===== src/rtl/lpf_chain_pkg.sv =====
// Constants shared along the LPF -> decimator -> compression chain.
// Sample format is two's complement and passes through the decimator unmodified.
package lpf_chain_pkg;

   localparam int unsigned SampleBits  = 10;
   typedef logic [SampleBits-1:0] sample_t;

   localparam int unsigned DecimFactor = 4;
   localparam int unsigned FifoDepth   = 8;

endpackage


===== src/rtl/sample_fifo.sv =====
// First-word fall-through sample FIFO with register storage and asynchronous read.
// Pointers carry one extra MSB so full and empty are distinguishable.
module sample_fifo
   import lpf_chain_pkg::*;
#(
   parameter int unsigned DataWidth = SampleBits,
   parameter int unsigned Depth     = FifoDepth
) (
   input  logic                     clk_i,
   input  logic                     rst_i,
   input  logic                     push_i,
   input  logic                     pop_i,
   input  logic [DataWidth-1:0]     data_i,
   output logic [DataWidth-1:0]     data_o,
   output logic [$clog2(Depth):0]   level_o,
   output logic                     full_o,
   output logic                     empty_o
);

   localparam int unsigned AddrBits  = $clog2(Depth);
   localparam int unsigned LevelBits = AddrBits + 1;
   localparam logic [AddrBits:0] DepthLevel = LevelBits'(Depth);

   if (Depth < 2 || (Depth & (Depth - 1)) != 0) begin : gen_depth_check
      $error("sample_fifo: Depth must be a power of two and >= 2");
   end

   logic [AddrBits:0]    wr_ptr_q, wr_ptr_d;
   logic [AddrBits:0]    rd_ptr_q, rd_ptr_d;
   logic [DataWidth-1:0] mem_q [Depth];

   always_comb begin
      wr_ptr_d = wr_ptr_q;
      rd_ptr_d = rd_ptr_q;
      if (push_i) wr_ptr_d = wr_ptr_q + LevelBits'(1);
      if (pop_i)  rd_ptr_d = rd_ptr_q + LevelBits'(1);
   end

   always_ff @(posedge clk_i or posedge rst_i) begin
      if (rst_i) begin
         wr_ptr_q <= '0;
         rd_ptr_q <= '0;
      end else begin
         wr_ptr_q <= wr_ptr_d;
         rd_ptr_q <= rd_ptr_d;
      end
   end

   // Full-with-pop writes the slot being vacated; the read is async so the old head is seen first.
   always_ff @(posedge clk_i) begin
      if (push_i) mem_q[wr_ptr_q[AddrBits-1:0]] <= data_i;
   end

   assign level_o = wr_ptr_q - rd_ptr_q;
   assign full_o  = (level_o == DepthLevel);
   assign empty_o = (wr_ptr_q == rd_ptr_q);
   assign data_o  = empty_o ? '0 : mem_q[rd_ptr_q[AddrBits-1:0]];

endmodule


===== src/rtl/lpf_decimator.sv =====
// Keeps every Factor-th LPF sample (re-aligned by sync_i), buffers kept samples in a FIFO
// and offers them downstream over valid/ready with a sticky overflow flag.
module lpf_decimator
   import lpf_chain_pkg::*;
#(
   parameter int unsigned DataBits = SampleBits,
   parameter int unsigned Factor   = DecimFactor,
   parameter int unsigned Depth    = FifoDepth
) (
   input  logic                    clk_i,
   input  logic                    rst_i,
   input  logic [DataBits-1:0]     data_i,
   input  logic                    valid_i,
   input  logic                    sync_i,
   input  logic                    ovf_clear_i,
   output logic [DataBits-1:0]     data_o,
   output logic                    valid_o,
   input  logic                    ready_i,
   output logic [$clog2(Depth):0]  level_o,
   output logic                    overflow_o
);

   localparam int unsigned PhaseBits = (Factor > 1) ? $clog2(Factor) : 1;
   localparam logic [PhaseBits-1:0] PhaseMax = PhaseBits'(Factor - 1);

   if (Factor < 1) begin : gen_factor_check
      $error("lpf_decimator: Factor must be >= 1");
   end

   logic [PhaseBits-1:0] phase_q, phase_d;
   logic                 overflow_q, overflow_d;
   logic                 keep, push, pop, fifo_full, fifo_empty;

   assign keep = valid_i && (phase_q == '0 || sync_i);
   assign pop  = valid_o && ready_i;
   assign push = keep && (!fifo_full || pop);

   always_comb begin
      phase_d = phase_q;
      if (Factor == 1) begin
         phase_d = '0;
      end else if (valid_i) begin
         if (sync_i)                phase_d = PhaseBits'(1);
         else if (phase_q == PhaseMax) phase_d = '0;
         else                       phase_d = phase_q + PhaseBits'(1);
      end else if (sync_i) begin
         phase_d = '0;
      end
   end

   // A drop in the same cycle as a clear request leaves the flag set.
   always_comb begin
      overflow_d = overflow_q;
      if (keep && fifo_full && !pop) overflow_d = 1'b1;
      else if (ovf_clear_i)          overflow_d = 1'b0;
   end

   always_ff @(posedge clk_i or posedge rst_i) begin
      if (rst_i) begin
         phase_q    <= '0;
         overflow_q <= 1'b0;
      end else begin
         phase_q    <= phase_d;
         overflow_q <= overflow_d;
      end
   end

   sample_fifo #(
      .DataWidth (DataBits),
      .Depth     (Depth)
   ) u_fifo (
      .clk_i   (clk_i),
      .rst_i   (rst_i),
      .push_i  (push),
      .pop_i   (pop),
      .data_i  (data_i),
      .data_o  (data_o),
      .level_o (level_o),
      .full_o  (fifo_full),
      .empty_o (fifo_empty)
   );

   assign valid_o    = !fifo_empty;
   assign overflow_o = overflow_q;

endmodule

===== config.mk =====
export PLATFORM = sky130hd
export DESIGN_NAME = lpf_decimator
export DESIGN_NICKNAME = d
export VERILOG_FILES = /design/src/rtl/lpf_chain_pkg.sv /design/src/rtl/sample_fifo.sv /design/src/rtl/lpf_decimator.sv
export SDC_FILE = /design/constraint.sdc
export NUM_CORES = 1
export LEC_CHECK = 0
export ABC_AREA = 0
export BUFFER_PORTS_ARGS = -buffer_cell sky130_fd_sc_hd__buf_2
export CAP_MARGIN = 10
export CORE_AREA = 2 2 86 88
export DETAILED_ROUTE_END_ITERATION = 12
export DIE_AREA = 0 0 88 90
export MAX_ROUTING_LAYER = met4
export PLACE_DENSITY_LB_ADDON = 0.12
export SETUP_SLACK_MARGIN = 0.3
export SYNTH_ARGS = -nofsm -noshare
export SYNTH_HDL_FRONTEND = slang
export SYNTH_SLANG_ARGS = --single-unit

===== constraint.sdc =====
create_clock -name clk_i -period 3.4 [get_ports clk_i]
set_input_delay 0.34 -clock clk_i [delete_from_list [all_inputs] [get_ports clk_i]]
set_output_delay 0.34 -clock clk_i [all_outputs]
set_load 0.01 [all_outputs]

==> flow_summary.toml <==
[final_layout]
layout_common_cells = "edfxtp_1 (80), buf_2 (31), nand2_1 (26)"
diodes = 0
fin_area_sq_mm = 0.00431
fillers = 538
nets = 290
final_core_util_pct = 61.5
drive_gt1_share_pct = 31.7
area_growth_pct = 16.0
final_common_cell = "edfxtp_1"

[floorplan]
core_sq_mm = 0.00702
die_x_microns = 88
start_util_pct = 53.0
ioPinCount = 32
die_h_microns = 90
fp-row-count = 31
dieArea_sq_mm = 0.00792

[pwr]
internal-power_mw = 2.42
power.density_mw_per_mm2 = 852
p_sw_mw = 1.26
peakVddDrop_mv = 0.441
power_leakage_nw = 1.56
p_clk_share_pct = 19.5
swShare_pct = 34.2
comb_power_share_pct = 40.1
pwr-share-seq_pct = 40.4

[worst_setup_path]
crit_slowest_cell = "dfrtp_1"
cp.required_ns = 3.39
start_kind = "register"
path_common_cell = "inv_1"
reg2reg_slack_ns = 0.54
crit_type = "reg2reg"
arrival_ns = 2.84
path_cells = "inv_1 > ha_1 > inv_1 > fa_1 > xor2_1 > nor3_1 > a41oi_2 > nand4_1 > inv_1"
path_max_fanout = 10
crit_path_end_kind = "register"
crit_buf_inv = 3
slowest_delay_ns = 0.47
cp_top_family = "buffers and inverters"

[place]
numPortBuffers = 31
gp_congestion = 0.812
placed_area_sq_mm = 0.00411
post-dp-hpwl_microns = 4310

[detailed_routing]
m1WireLength_microns = 3030
drt-total-wl_microns = 6560
drc = 0
vias_per_cell = 5.27
wl_met3_microns = 248
vias = 1951
first_pass_iters = 4
postRouteAntennaNets = 0
wl_per_cell_microns = 17.7
drt_iter0_markers = 66
top_layer_used = "met4"
wl_met2_microns = 3210

[synthesis]
ys_types = 30
ys_top_cells_by_area = "edfxtp_1 (65%), mux4_2 (12%), dfrtp_1 (7.4%)"
synth_top_area_share_pct = 64.6
yosysTopAreaCell = "edfxtp_1"
ys_seq_area_share_pct = 72.0
synth_nets = 237
syn_inst = 213
ys_seq_elements = 91
avgSynthCellArea_sq_um = 17.5
synth_area_sq_mm = 0.00372
ys.warnings.count = 0

[sta]
max_slew_margin_pct = 66.5
min_period_ns = 2.86
holdWs_ns = 0.174
fin_tns_setup_ns = 0
rsz0062_at_grt = "false"
tightestPinTransition_ns = 0.501
finalClockSkew_ns = 0.00983
setup_viol = 0
max_freq_mhz = 350
hold_viol = 0
finalCritPeriodShare_pct = 84.0
slew_violations = 0

[global_route]
gr-total-overflow = 0
grt_pass1_vias = 1979
track_usage_pct = 19.1
grt_max_degree = 24
antenna_found_initial = 0
grt_pass1_wl_microns = 10500

[clock_tree]
cts.sinks = 91
clock_latency_ns = 0.35
path_clk_slew_ns = 0.09
cts_tree = "built"
ctsLongestPathBuffers = 2
root_buffer = "clkbuf_8"
cts_max_level = 3
numCtsBuffers = 9
post-cts-setup-buffers = 0

[run]
maxCapViolations = 0

[status]
status = "finished, final reports clean"

[worst_hold_path]
hold_path_class = "in2reg"
-- Yosys cell counts (all sizes together) --
library cell / n
edfxtp: 80
nand2: 26
mux4: 20
a21oi: 11
dfrtp: 11
inv: 11
nor2: 8
ha: 7
xnor2: 6
buf: 4
o21ai: 4
clkbuf: 3
nand3: 3
nor3: 3
nand2b: 2
nand4: 2
xor2: 2
a21o: 1
a41oi: 1
and2: 1
fa: 1
mux2: 1
mux2i: 1
nand3b: 1
nor2b: 1
o22ai: 1
o31ai: 1
-- timing repair --
| action | 4_1_cts | 5_1_grt |
|---|---|---|
| hold buffers | 1 | 0 |
| gates resized for setup | 0 | 0 |
| hold endpoints to repair | 11 | 0 |
| setup endpoints to repair | 0 | 0 |
-- flip-flops by register name, indices dropped and copies added, names as in the netlist --
register / cells
phase_q: 2
overflow_o: 1
u_fifo.mem_q: 80
u_fifo.wr_ptr_q: 4
u_fifo.rd_ptr_q: 4
-- cells by family (layout without fill, tap and decap cells) --
logic type               after synthesis  in the layout  synth area share (%)
XOR/XNOR                               8              8                  2.09
multiplexers                          22             22                  12.7
AO/OA/AOI/OAI                         19             19                  3.03
adder cells (fa/ha/maj)                8              8                  2.89
AND/OR/NAND/NOR                       47             47                  5.45
flip-flops                            91             91                  72.0
buffers and inverters                 18             76                  1.88
-- final timing paths --
| path | from | endpoint | cells after the start |
|---|---|---|---|
| max in group asynchronous | rst_i | overflow_o | 3 |
| worst max-delay path | u_fifo.wr_ptr_q[0] | u_fifo.mem_q[7][9] | 9 |
| worst max register to register | u_fifo.wr_ptr_q[0] | u_fifo.mem_q[7][9] | 9 |
| min in group asynchronous | rst_i | u_fifo.rd_ptr_q[1] | 3 |
| worst min register to register | overflow_o | overflow_o | 2 |
| worst min-delay path | ovf_clear_i | overflow_o | 2 |
-- cell type report --
type                    count  area (sq um)  share of cell area, %
flip-flops and latches     91          2680                   62.1
multi-input cells         104           982                   22.8
repair buffers             49           293                   6.79
clock buffers              12           145                   3.36
well taps                  99           124                   2.87
clock inverters             4          51.3                   1.19
inverters                  11          41.3                  0.957
-- power by group through the flow --
| stage | Sequential (mW) | Clock, mW | Combinational (mW) |
|---|---|---|---|
| 6_report | 1.49 | 0.718 | 1.47 |
| 5_1_grt | 1.50 | 0.782 | 1.66 |
| 4_1_cts | 1.49 | 0.731 | 1.50 |
| 3_5_place_dp | 1.51 | 0 | 1.50 |
| 3_3_place_gp | 1.51 | 0 | 1.49 |
| 2_1_floorplan | 1.50 | 0 | 0.996 |
-- metal layers --
layer  up-vias  global-route usage (%)
met2        36                    27.6
met4         0                    5.38
met5         -                       -
li1        916                       -
met1       993                    27.2
met3         6                    5.05
-- stage by stage --
stage | setup WS [ns] | total power, mW | std cells
finish | 0.544 | 3.68 | 370
global route | 0.347 | 3.94 | 370
CTS | 0.542 | 3.72 | 370
detailed placement | 0.586 | 3.01 | 353
global placement | 0.679 | 3.00 | 353
floorplan | 0.359 | 2.50 | 213
Note: power is estimated with default switching activity, not from simulation.
